**config.mk**
```make
export PLATFORM = sky130hd
export DESIGN_NAME = cpld_arb4_rr
export DESIGN_NICKNAME = d
export VERILOG_FILES = /design/src/rtl/cpld_arb4_rr.sv
export SDC_FILE = /design/constraint.sdc
export NUM_CORES = 1
export LEC_CHECK = 0
export ABC_AREA = 1
export CORE_ASPECT_RATIO = 1.1
export CORE_MARGIN = 2
export CORE_UTILIZATION = 50
export DETAILED_ROUTE_END_ITERATION = 12
export PLACE_DENSITY = 0.79
export SYNTH_ARGS = -nofsm -noshare
export SYNTH_HDL_FRONTEND = slang
export SYNTH_SLANG_ARGS = --single-unit
```
**constraint.sdc**
```tcl
create_clock -name CLK -period 4.2 [get_ports CLK]
set_clock_uncertainty 0.15 [all_clocks]
set_input_delay 0.84 -clock CLK [delete_from_list [all_inputs] [get_ports CLK]]
set_output_delay 0.84 -clock CLK [all_outputs]
set_load 0.03 [all_outputs]
```
**src/rtl/cpld_arb4_rr.sv**
```systemverilog
// rtl/cpld_arb4_rr.sv - 4-requester round-robin arbiter; hold-limit timeout compiled in by CPLD_ARB_TIMEOUT_EN
module cpld_arb4_rr #(
    parameter int unsigned MAX_HOLD = 16
) (
    input  logic       CLK,
    input  logic       RST,
    input  logic [3:0] REQ,
    output logic [3:0] GNT,
    output logic [1:0] GID,
    output logic       BUSY,
    output logic       TOUT
);

    typedef enum logic {IDLE, OWN} state_t;

    state_t      state_q, state_d;
    logic [3:0]  gnt_q, gnt_d;
    logic [1:0]  gid_q, gid_d;
    logic [1:0]  last_q, last_d;
    logic        busy_q, busy_d;
    logic [1:0]  win;
    logic        win_vld;
    logic [1:0]  idx;
    logic        limit;

`ifdef CPLD_ARB_TIMEOUT_EN
    logic [7:0]  cnt_q, cnt_d;
    logic        tout_q, tout_d;

    assign limit = (cnt_q == 8'(MAX_HOLD - 1));
    assign TOUT  = tout_q;
`else
    assign limit = 1'b0;
    assign TOUT  = 1'b0;
`endif

    // Rotating priority: LAST+1 is searched first, LAST itself last.
    always_comb begin
        win     = last_q;
        win_vld = 1'b0;
        idx     = last_q;
        for (int k = 1; k <= 4; k++) begin
            idx = last_q + 2'(k);
            if (!win_vld && REQ[idx]) begin
                win     = idx;
                win_vld = 1'b1;
            end
        end
    end

    always_comb begin
        state_d = state_q;
        gnt_d   = gnt_q;
        gid_d   = gid_q;
        last_d  = last_q;
        busy_d  = busy_q;
`ifdef CPLD_ARB_TIMEOUT_EN
        cnt_d   = cnt_q;
        tout_d  = 1'b0;
`endif
        case (state_q)
            IDLE: begin
                if (win_vld) begin
                    state_d = OWN;
                    gnt_d   = 4'b0001 << win;
                    gid_d   = win;
                    last_d  = win;
                    busy_d  = 1'b1;
`ifdef CPLD_ARB_TIMEOUT_EN
                    cnt_d   = 8'd0;
`endif
                end else begin
                    gnt_d  = 4'b0000;
                    busy_d = 1'b0;
                end
            end
            OWN: begin
                if (!REQ[gid_q] || limit) begin
                    state_d = IDLE;
                    gnt_d   = 4'b0000;
                    busy_d  = 1'b0;
                end
`ifdef CPLD_ARB_TIMEOUT_EN
                // TOUT only flags a revocation, not a voluntary release.
                tout_d = REQ[gid_q] && limit;
                cnt_d  = cnt_q + 8'd1;
`endif
            end
            default: begin
                state_d = IDLE;
                gnt_d   = 4'b0000;
                busy_d  = 1'b0;
            end
        endcase
    end

    always_ff @(posedge CLK) begin
        if (RST) begin
            state_q <= IDLE;
            gnt_q   <= 4'b0000;
            gid_q   <= 2'd0;
            last_q  <= 2'd3;
            busy_q  <= 1'b0;
`ifdef CPLD_ARB_TIMEOUT_EN
            cnt_q   <= 8'd0;
            tout_q  <= 1'b0;
`endif
        end else begin
            state_q <= state_d;
            gnt_q   <= gnt_d;
            gid_q   <= gid_d;
            last_q  <= last_d;
            busy_q  <= busy_d;
`ifdef CPLD_ARB_TIMEOUT_EN
            cnt_q   <= cnt_d;
            tout_q  <= tout_d;
`endif
        end
    end

    assign GNT  = gnt_q;
    assign GID  = gid_q;
    assign BUSY = busy_q;

endmodule

```
== Yosys cells after proc, flatten, opt, wreduce, memory -nomap -nowiden ==
Cells that the tools add are included.
Storage, ports and cells
  register bits after elaboration: 10
  input port bits: 6
  logic and storage cells: 49
Cells by class
  $add $sub $neg: 3
  magnitude comparators: 5
  equality and inequality tests: 1
  shift operators: 1
  multiplexer cells: 26
  bitwise operators: 1
  reduce and logical (&&, ||, !) cells: 7
Operators by type and width (count)
  2-bit by 3-bit less-than comparator with 1-bit output, second input constant: 5
  1-bit 2-to-1 mux: 12
  1-bit binary-select mux with 2-bit select: 5
  2-bit 2-to-1 mux: 4
  4-bit 2-to-1 mux: 2
  4-bit one-hot mux with 2 select lines: 1
  2-bit adder, second input constant: 2
  1-bit one-hot mux with 2 select lines: 2
  1-bit by 2-bit left shift with 4-bit output, first input constant: 1
  1-bit logical AND: 3
  1-bit logical NOT: 3
  2-bit by 1-bit adder with 2-bit output, second input constant: 1
  2-bit inequality test, second input constant: 1
  2-bit AND reduction: 1
  1-bit inverter: 1

== Depth between registers and ports, before layout ==
Gate-level depths: netlist of run 1.
  word-level depth: 16
  gate-level depth with buffers: 13
  depth with buffers taken out: 12

== Worst setup path after synthesis of run 1 ==
No wires, ideal clock.
  path type: input port to flip-flop
  from: in REQ[0]
  to: reg busy_q (netlist: BUSY)
  setup time: 115 ps
  arrival: 1643 ps
  data required time: 3935 ps
  setup slack: 2292 ps
  cell stages on the path: 9
  path buffers: 0
  path through: nand2_1 nand2_2 nand2_2 nand2_4 nor2_4 nand3_2 nand2_4 inv_2 o21a_1
On the way
  longest elaborated chain between the ends: 14
  elaborated cells between the ends (all ways): 23
  those cells by class: eq/ne: 1; mux: 16; reduce/logical: 6
Ends and longest elaborated chain
  start: declaration: line 7  | input logic [3:0] REQ,
  1-bit binary-select mux with 2-bit select: line 44  | if (!win_vld && REQ[idx]) begin
  1-bit 2-to-1 mux (implied by the code): line 44
  1-bit 2-to-1 mux: line 44
  1-bit logical NOT: line 44
  1-bit logical AND: line 44
  1-bit 2-to-1 mux: line 44
  1-bit logical NOT: line 44
  1-bit logical AND: line 44
  1-bit 2-to-1 mux: line 44
  1-bit logical NOT: line 44
  1-bit logical AND: line 44
  1-bit 2-to-1 mux: line 44
  1-bit 2-to-1 mux: line 63  | if (win_vld) begin
  1-bit one-hot mux with 2 select lines: line 61  | case (state_q)
  end signal: assignment: line 113  | busy_q <= busy_d;
  end: declaration: line 20  | logic busy_q, busy_d;
Several ways; a longest one is shown, not always the timed one. The select of a mux whose other input is x is not followed.
A chain may end at the register's enable or synchronous reset.

== Final worst setup path of run 1 ==
  from: reg gid_q[0] (netlist: GID[0])
  to: out GID[0]
RTL lines
  start: declaration: line 18  | logic [1:0] gid_q, gid_d;
  start signal: assignment: line 111  | gid_q <= gid_d;
  end: declaration: line 9  | output logic [1:0] GID,
No word-level cell between the ends.

==> results of run 1 <==
-- metrics by stage --
stage	util [%]	total power (W)	instances	worst slack, ns
2_1_floorplan	-	0.000620	114	2.29
3_3_place_gp	62.6	0.000731	139	1.67
3_5_place_dp	62.6	0.000741	139	1.63
4_1_cts	65.2	0.000831	143	1.86
5_1_grt	65.2	0.000891	143	1.79
6_report	65.2	0.000821	143	1.87
-- flip-flops by register name, summed over array words and instances, names as in the netlist --
signal	flops
BUSY	1
GID	2
last_q	2
state_q	1
GNT	4
-- worst paths after layout --
path | end | slack (ns) | cells after the start
min reg2reg | GNT[1] | 0.33 | 2
max reg2reg | GID[0] | 2.32 | 11
max | GID[0] | 1.87 | 1
min | GNT[1] | 0.33 | 2
-- kinds of logic (layout without fill, tap and decap cells) --
group	Yosys count	after routing	share of synthesized area, %
other cells	1	1	0.493
simple gates	73	73	49.0
flops	10	10	26.3
compound gates	16	16	14.8
buf+inv	14	27	9.38
-- placed cells by master (no fill, tap or decap), drive strengths merged --
| cell type | instances |
|---|---|
| a21oi | 6 |
| clkbuf | 4 |
| clkdlybuf4s50 | 12 |
| clkinv | 1 |
| conb | 1 |
| dfxtp | 10 |
| inv | 10 |
| nand2 | 54 |
| nand3 | 11 |
| nor2 | 8 |
| o211ai | 1 |
| o21a | 1 |
| o21ai | 8 |
-- worst reg2reg max path: stages (launching register included) --
cell,delay [ns]
dfxtp_1,0.60
inv_6,0.10
nand2_1,0.11
nand2_1,0.06
nand2_1,0.06
nand2_1,0.10
nor2_4,0.14
nand3_2,0.09
nand2_4,0.11
inv_2,0.07
o21ai_1,0.12
nor2_1,0.06
-- routing by layer --
metal / up-vias / share of wire, %
li1: 389 / -
met1: 311 / 46
met2: 7 / 50
met3: 4 / 2.6
met4: 0 / 1.3
met5: - / 0
-- power by group --
group	total (W)	switching (W)	internal, W
Sequential	0.000176	0.0000390	0.000137
Combinational	0.000560	0.000361	0.000200
Clock	0.0000841	0.0000315	0.0000526
-- final cells by class --
cell class	count	area, sq um
Multi-Input combinational cell	90	489
Fill cell	129	488
Sequential cell	10	200
Timing Repair Buffer	12	120
Inverter	11	47.5
Clock buffer	4	36.3
Tap cell	16	20.0
==> flow_metrics.tcl, run 1 <==
set metrics [dict create \
    clkTransAtPathRegs_ns 0.06 \
    gr-usage-met3_pct 3.45 \
    post_drt_wl_per_cell_um 10.4 \
    die-height_um 44.9 \
    firstDrtPassIters 4 \
    drtIter0Drc 5 \
    post_cts_resized 0 \
    fin_tns_setup_ns 0 \
    avgSynthCellArea_sq_um 6.67 \
    cts_buffers 3 \
    cap_violations 0 \
    antenna_cells 0 \
    holdCritStartpoint "GNT[1]" \
    status "completed" \
    cp.arrival_ns 1.34 \
    end_kind "primary output" \
    p_leak_nw 0.427 \
    route.vias.total 711 \
    htree_levels 1 \
    grt_busiest_layer "met2" \
    worstPathMaxFanout 5 \
    final_area_sq_um 913 \
    wl_um 1490 \
    slowest_stage "clkdlybuf4s50_1" \
    grtUsageMet1_pct 22.8 \
    io_buffers 12 \
    max_freq_mhz 430 \
    hp-class "reg2reg" \
    antenna_found_initial 0 \
    crit_path_start "GID[0]" \
    power_density_nw_per_um2 899 \
    netlist_top_cells_area "dfxtp_1, nand2_1, nand2_2" \
    min_period_over_period_pct 55.4 \
    cts_setup_buffers 0 \
    drc 0 \
    grt_pass1_vias 622 \
    areaGrowthSynthToFinish_pct 20.1 \
    fin_nets 134 \
    finalMaxSlewViolations 0 \
    grtUsageMet2_pct 32.2 \
    yosysWarnings 0 \
    yosys_most_used_dff "dfxtp_1" \
    holdBufCountCts 0 \
    synth_most_common_cell "nand2_1" \
    hold_slack_ns 0.325 \
    die_area_sq_um 1850 \
    cts_max_path_buffers 2 \
    drive_gt1_share_pct 26.8 \
    yosysSeqAreaShare_pct 26.3 \
    crit_chain "clkdlybuf4s50_1" \
    ctsRootBufferMaster "clkbuf_4" \
    syn_nets 120 \
    period_minus_slack_ns 2.33 \
    synth-seq-cells 10 \
    gp_congestion 0.722 \
    num_io_pins 14 \
    fp.dieW_um 41.2 \
    clock-sinks 10 \
    gr-total-overflow 0 \
    gr-usage-all-layers_pct 19.6 \
    rr_startpoint "last_q[0]" \
    crit_type "reg2out" \
    syn_inst 114 \
    synth_commonest_cells "nand2_1, dfxtp_1, nand2_2, nand3_1, inv_1" \
    rsz0062_at_grt "no" \
    crit_buf_inv 1 \
    place_area_sq_um 877 \
    finalHoldViolations 0 \
    critPathMaxStageDelay_ns 0.69 \
    syn_area_sq_um 761 \
    rows 14 \
    grt_max_degree 11 \
    worstSetupStartpointType "flop" \
    worst_skew_pair.late_latency_ns 0.26 \
    grt_pass1_wl_um 2420 \
    ir_worst_vdd_mv 0.509 \
    viasPerCell 4.97 \
    synth_cell_types 23 \
    synth_edf_count 0 \
    synthArstFlopShare_pct 0 \
    cts_tree "done" \
    critPathTopFamily "buffers and inverters" \
    dp_hpwl_um 1220 \
    cp.required_ns 3.21 \
    drtAntennaViolNets 0 \
    start_util_pct 54.3 \
    core_area_sq_um 1400 \
    synth_area_leader_cell "dfxtp_1" \
    setup_viol 0 \
    synth_top_area_share_pct 26.3 \
]
Power figures use the tool's default switching activity.
==> run 2, diff against run 1 <==
==> constraint.sdc (replaced) <==
create_clock -name CLK -period 2.2 [get_ports CLK]
set_clock_uncertainty 0.15 [all_clocks]
set_input_delay 0.44 -clock CLK [delete_from_list [all_inputs] [get_ports CLK]]
set_output_delay 0.44 -clock CLK [all_outputs]
set_load 0.03 [all_outputs]
==> run 2 against run 1 <==
First-iteration DRC count grew to 4.2 times the previous value. Combinational power grew 93%. Non-clock buffer count is the same. Critical path depth is the same. Clock power grew 99%. Critical endpoint unchanged. Highest routed layer unchanged.
==> flow_metrics.tcl, run 2 (same netlist as run 1, synthesis figures left out) <==
set metrics [dict create \
    status "completed" \
    p_clk_share_pct 10.6 \
    max_freq_mhz 516 \
    min_period_over_period_pct 88.1 \
    layout_common_cells "nand2_1, clkdlybuf4s50_1, dfxtp_1, nand2_2, nand3_1" \
    holdCritStartpoint "GNT[1]" \
    end_kind "primary output" \
    r2r-end "last_q[1]" \
    period_minus_slack_ns 1.94 \
    holdBufCountCts 0 \
    hp-class "reg2reg" \
    dp_hpwl_um 1240 \
    grt_pass1_wl_um 2590 \
    comb_power_share_pct 68.2 \
    critPathTopFamily "buffers and inverters" \
    antenna_cells 0 \
    wl_um 1540 \
    final_core_util_pct 65.2 \
    finalMaxSlewViolations 0 \
    rows 14 \
    p_leak_nw 0.427 \
    worstPathMaxFanout 5 \
    place_area_sq_um 877 \
    areaGrowthSynthToFinish_pct 20.1 \
    setup_viol 0 \
    core_area_sq_um 1400 \
    p_int_w 0.000744 \
    htree_levels 1 \
    p_switching_w 0.000834 \
    drive_gt1_share_pct 26.8 \
    ctsRootBufferMaster "clkbuf_4" \
    grt_pass1_vias 632 \
    r2r_slack_ns 0.31 \
    fin_tns_setup_ns 0 \
    die-height_um 44.9 \
    gr-usage-all-layers_pct 20.8 \
    fin_cells 143 \
    final_common_cell "nand2_1" \
    worst_skew_pair.late_latency_ns 0.27 \
    finalHoldViolations 0 \
    crit_path_start "GID[0]" \
    crit_end "GID[0]" \
    final_area_sq_um 913 \
    die_area_sq_um 1850 \
    route.vias.total 713 \
    crit_buf_inv 1 \
    firstDrtPassIters 4 \
    cts_max_path_buffers 2 \
    crit_chain "clkdlybuf4s50_1" \
    cts_setup_buffers 0 \
    post_drt_wl_per_cell_um 10.8 \
    start_util_pct 54.3 \
    cp_num_cells 1 \
    swShare_pct 52.8 \
    cts_tree "done" \
    drtAntennaViolNets 0 \
    gr-total-overflow 0 \
    cts_buffers 3 \
    grt_max_degree 11 \
    worstSetupStartpointType "flop" \
    drc 0 \
    drtIter0Drc 21 \
    rsz0062_at_grt "no" \
    rr_startpoint "last_q[0]" \
    antenna_found_initial 0 \
    crit_type "reg2out" \
    fin_nets 134 \
    num_io_pins 14 \
    slowest_stage "clkdlybuf4s50_1" \
    critPathMaxStageDelay_ns 0.69 \
    cap_violations 0 \
    largest_reg_flops 4 \
    reg2regPathDepth 11 \
    viasPerCell 4.99 \
    gp_congestion 0.695 \
    dp_cells 139 \
    clkTransAtPathRegs_ns 0.06 \
    fp.dieW_um 41.2 \
    ir_worst_vdd_mv 0.950 \
    p_seq_share_pct 21.3 \
    clock-sinks 10 \
    io_buffers 12 \
    post_cts_resized 0 \
    power_density_nw_per_um2 1730 \
    cp.required_ns 1.61 \
    cp.arrival_ns 1.35 \
]
[run 2: cell counts in the layout (fill, tap and decap cells not counted)]
Identical to the previous run, type by type.
[run 2: how the worst min path moves through the flow]
stage	endpoint	cells after the start
finish	GNT[1]	2
global route	GNT[3]	2
CTS	GNT[1]	2
detailed placement	GNT[2]	2
global placement	BUSY	1
floorplan	state_q	2
[run 2: metal layers]
layer | GRT usage, % | vias to the layer above | share of wire (%) | wire length, um
met5 | 0 | - | 0 | 0
met4 | 13.5 | 0 | 2.6 | 40
met3 | 2.96 | 6 | 2.3 | 36
met2 | 33.8 | 10 | 50 | 766
met1 | 24.5 | 317 | 45 | 700
li1 | - | 380 | - | -
[run 2: stage by stage]
| stage | hold slack [ns] | power (W) | worst slack, ns |
|---|---|---|---|
| floorplan | 0.336 | 0.00118 | 0.665 |
| global placement | 0.301 | 0.00139 | 0.0486 |
| detailed placement | 0.319 | 0.00142 | 0.00255 |
| CTS | 0.331 | 0.00159 | 0.248 |
| global route | 0.343 | 0.00172 | 0.123 |
| finish | 0.328 | 0.00158 | 0.261 |
[run 2: area by class of cell]
cell class / instances / area (sq um)
clock buffer: 4 / 36.3
fill: 132 / 488
inverter: 11 / 47.5
multi-input combinational: 90 / 489
sequential: 10 / 200
tap: 16 / 20.0
timing repair buffer: 12 / 120
[run 2: power by group through the flow]
stage	Sequential (W)	Combinational, W	Clock [W]
finish	0.000336	0.00108	0.000167
global route	0.000344	0.00120	0.000175
CTS	0.000336	0.00109	0.000172
detailed placement	0.000340	0.00108	0
global placement	0.000333	0.00106	0
floorplan	0.000422	0.000762	0
==> patch, RTL diff (config.mk and constraints of run 1) <==
Make the reset (`RST`) asynchronous in one clocked block.
--- a/src/rtl/cpld_arb4_rr.sv
+++ b/src/rtl/cpld_arb4_rr.sv
@@ -95,5 +95,5 @@
     end
 
-    always_ff @(posedge CLK) begin
+    always_ff @(posedge CLK or posedge RST) begin
         if (RST) begin
             state_q <= IDLE;
Behaviour: differs if RST is asserted again (counterexample within 4 cycles, from zero or initial values and one cycle with RST high); with RST held inactive, the same outputs for 10 cycles.
==> patch against run 1 <==
Sequential cell count did not move. Register-to-register slack barely moved. Final area rose by 2.3%. Sequential share of layout area rose by 5.1 points. Largest power group unchanged. Core utilization fell by 3.7 points. Power rose by 9.9%. Worst setup slack improved by 0.0064 ns. Area after synthesis rose by 3.8%. Global-route usage fell by 0.060 points. Largest cell class unchanged. Routed wire length rose by 6.6%.
==> patch: results <==
metrics = {
    "outcome": {
        "status": "finished, final reports clean",
    },
    "route": {
        "drt_iter0_markers": 11,
        "vias": 750,
        "first_pass_iters": 4,
        "wl_per_cell_um": 11.0,
    },
    "clock_network": {
        "cts_root_buf": "clkbuf_4",
        "postCtsSetupRepairBufs": 0,
        "cts_resized": 0,
        "cts_max_path_buffers": 2,
    },
    "yosys": {
        "async_reset_ff_share_pct": 100,
        "syn_nets": 120,
        "synth_common_cells": "nand2_1 (49), nand2_2 (11), nand3_1 (9), dfrtp_1 (8), inv_1 (6)",
        "synth.avg_cell_area_sq_um": 6.93,
        "synth_area_leaders": "dfrtp_1 (25%), nand2_1 (23%), nand2_2 (8.7%)",
        "ys_types": 22,
        "synth_edf_count": 0,
        "yosysSeqAreaShare_pct": 32.0,
        "synth_warnings": 0,
    },
    "grt": {
        "use_met2_pct": 34.1,
        "gr-usage-met3_pct": 3.57,
        "first_global_vias": 702,
        "antenna_found_initial": 0,
        "grt_pass1_wl_mm": 2.78,
        "grt_max_degree": 11,
        "use_met1_pct": 22.1,
        "grt_util_all_layers_pct": 19.6,
    },
    "critical_path": {
        "arrival_ns": 1.33,
        "rr_worst_depth": 11,
        "critPathMaxFanout": 4,
    },
    "power_and_ir_drop": {
        "ir_worst_vdd_v": 0.000558,
        "power.share.switching_pct": 55.6,
        "p_seq_mw": 0.190,
        "leakage_nw": 0.504,
        "clock_power_share_pct": 7.0,
        "switchingPower_mw": 0.501,
    },
    "cells_and_area": {
        "drive_gt1_share_pct": 26.8,
        "final_cells": 144,
    },
    "placed_design": {
        "dp_slack_ns": 1.71,
        "placed_cell_area_sq_um": 912,
        "io_buffers": 12,
        "gp_congestion": 0.804,
        "post-dp-hpwl_mm": 1.28,
    },
    "worst_hold_path": {
        "worstHoldPathCells": 2,
    },
    "floorplanning": {
        "die_w_um": 41.9,
    },
}
[patch: changes by cell type after synthesis, sizes merged, moves of 4 or more]
cell,change
nand2,+11
nor2,-4
dfrtp,+8
a21oi,-5
dfxtp,-10
[patch: cell families after synthesis]
logic type | Yosys count | synth area share (%)
buffers and inverters | 14 | 9.03
flip-flops | 10 | 32.0
other | 1 | 0.475
AO/OA/AOI/OAI | 9 | 6.65
AND/OR/NAND/NOR | 80 | 51.8
[patch: routing by layer]
| metal | part of all wire (%) | vias up |
|---|---|---|
| met5 | 0 | - |
| met4 | 1.6 | 0 |
| met3 | 2.5 | 6 |
| met2 | 54 | 12 |
| met1 | 42 | 356 |
| li1 | - | 376 |
[patch: layout make-up]
| class | count | area, sq um |
|---|---|---|
| repair buffers | 12 | 120 |
| multi-input cells | 90 | 465 |
| inverters | 12 | 52.6 |
| well taps | 17 | 21.3 |
| flip-flops and latches | 10 | 253 |
| fillers | 155 | 586 |
| clock buffers | 3 | 22.5 |
[patch: final timing paths]
kind / to / from / slack (ns)
max in group asynchronous: last_q[1]$_DFFE_PP1P_ / RST / 2.89
setup reg to reg: GID[0]$_DFFE_PP0P_ / last_q[0]$_DFFE_PP1P_ / 2.32
hold / removal: GNT[1]$_DFFE_PP0P_ / GNT[1]$_DFFE_PP0P_ / 0.34
hold reg to reg: GNT[1]$_DFFE_PP0P_ / GNT[1]$_DFFE_PP0P_ / 0.34
min in group asynchronous: GNT[3]$_DFFE_PP0P_ / RST / 0.70
setup / recovery: GID[1] / GID[1]$_DFFE_PP0P_ / 1.88
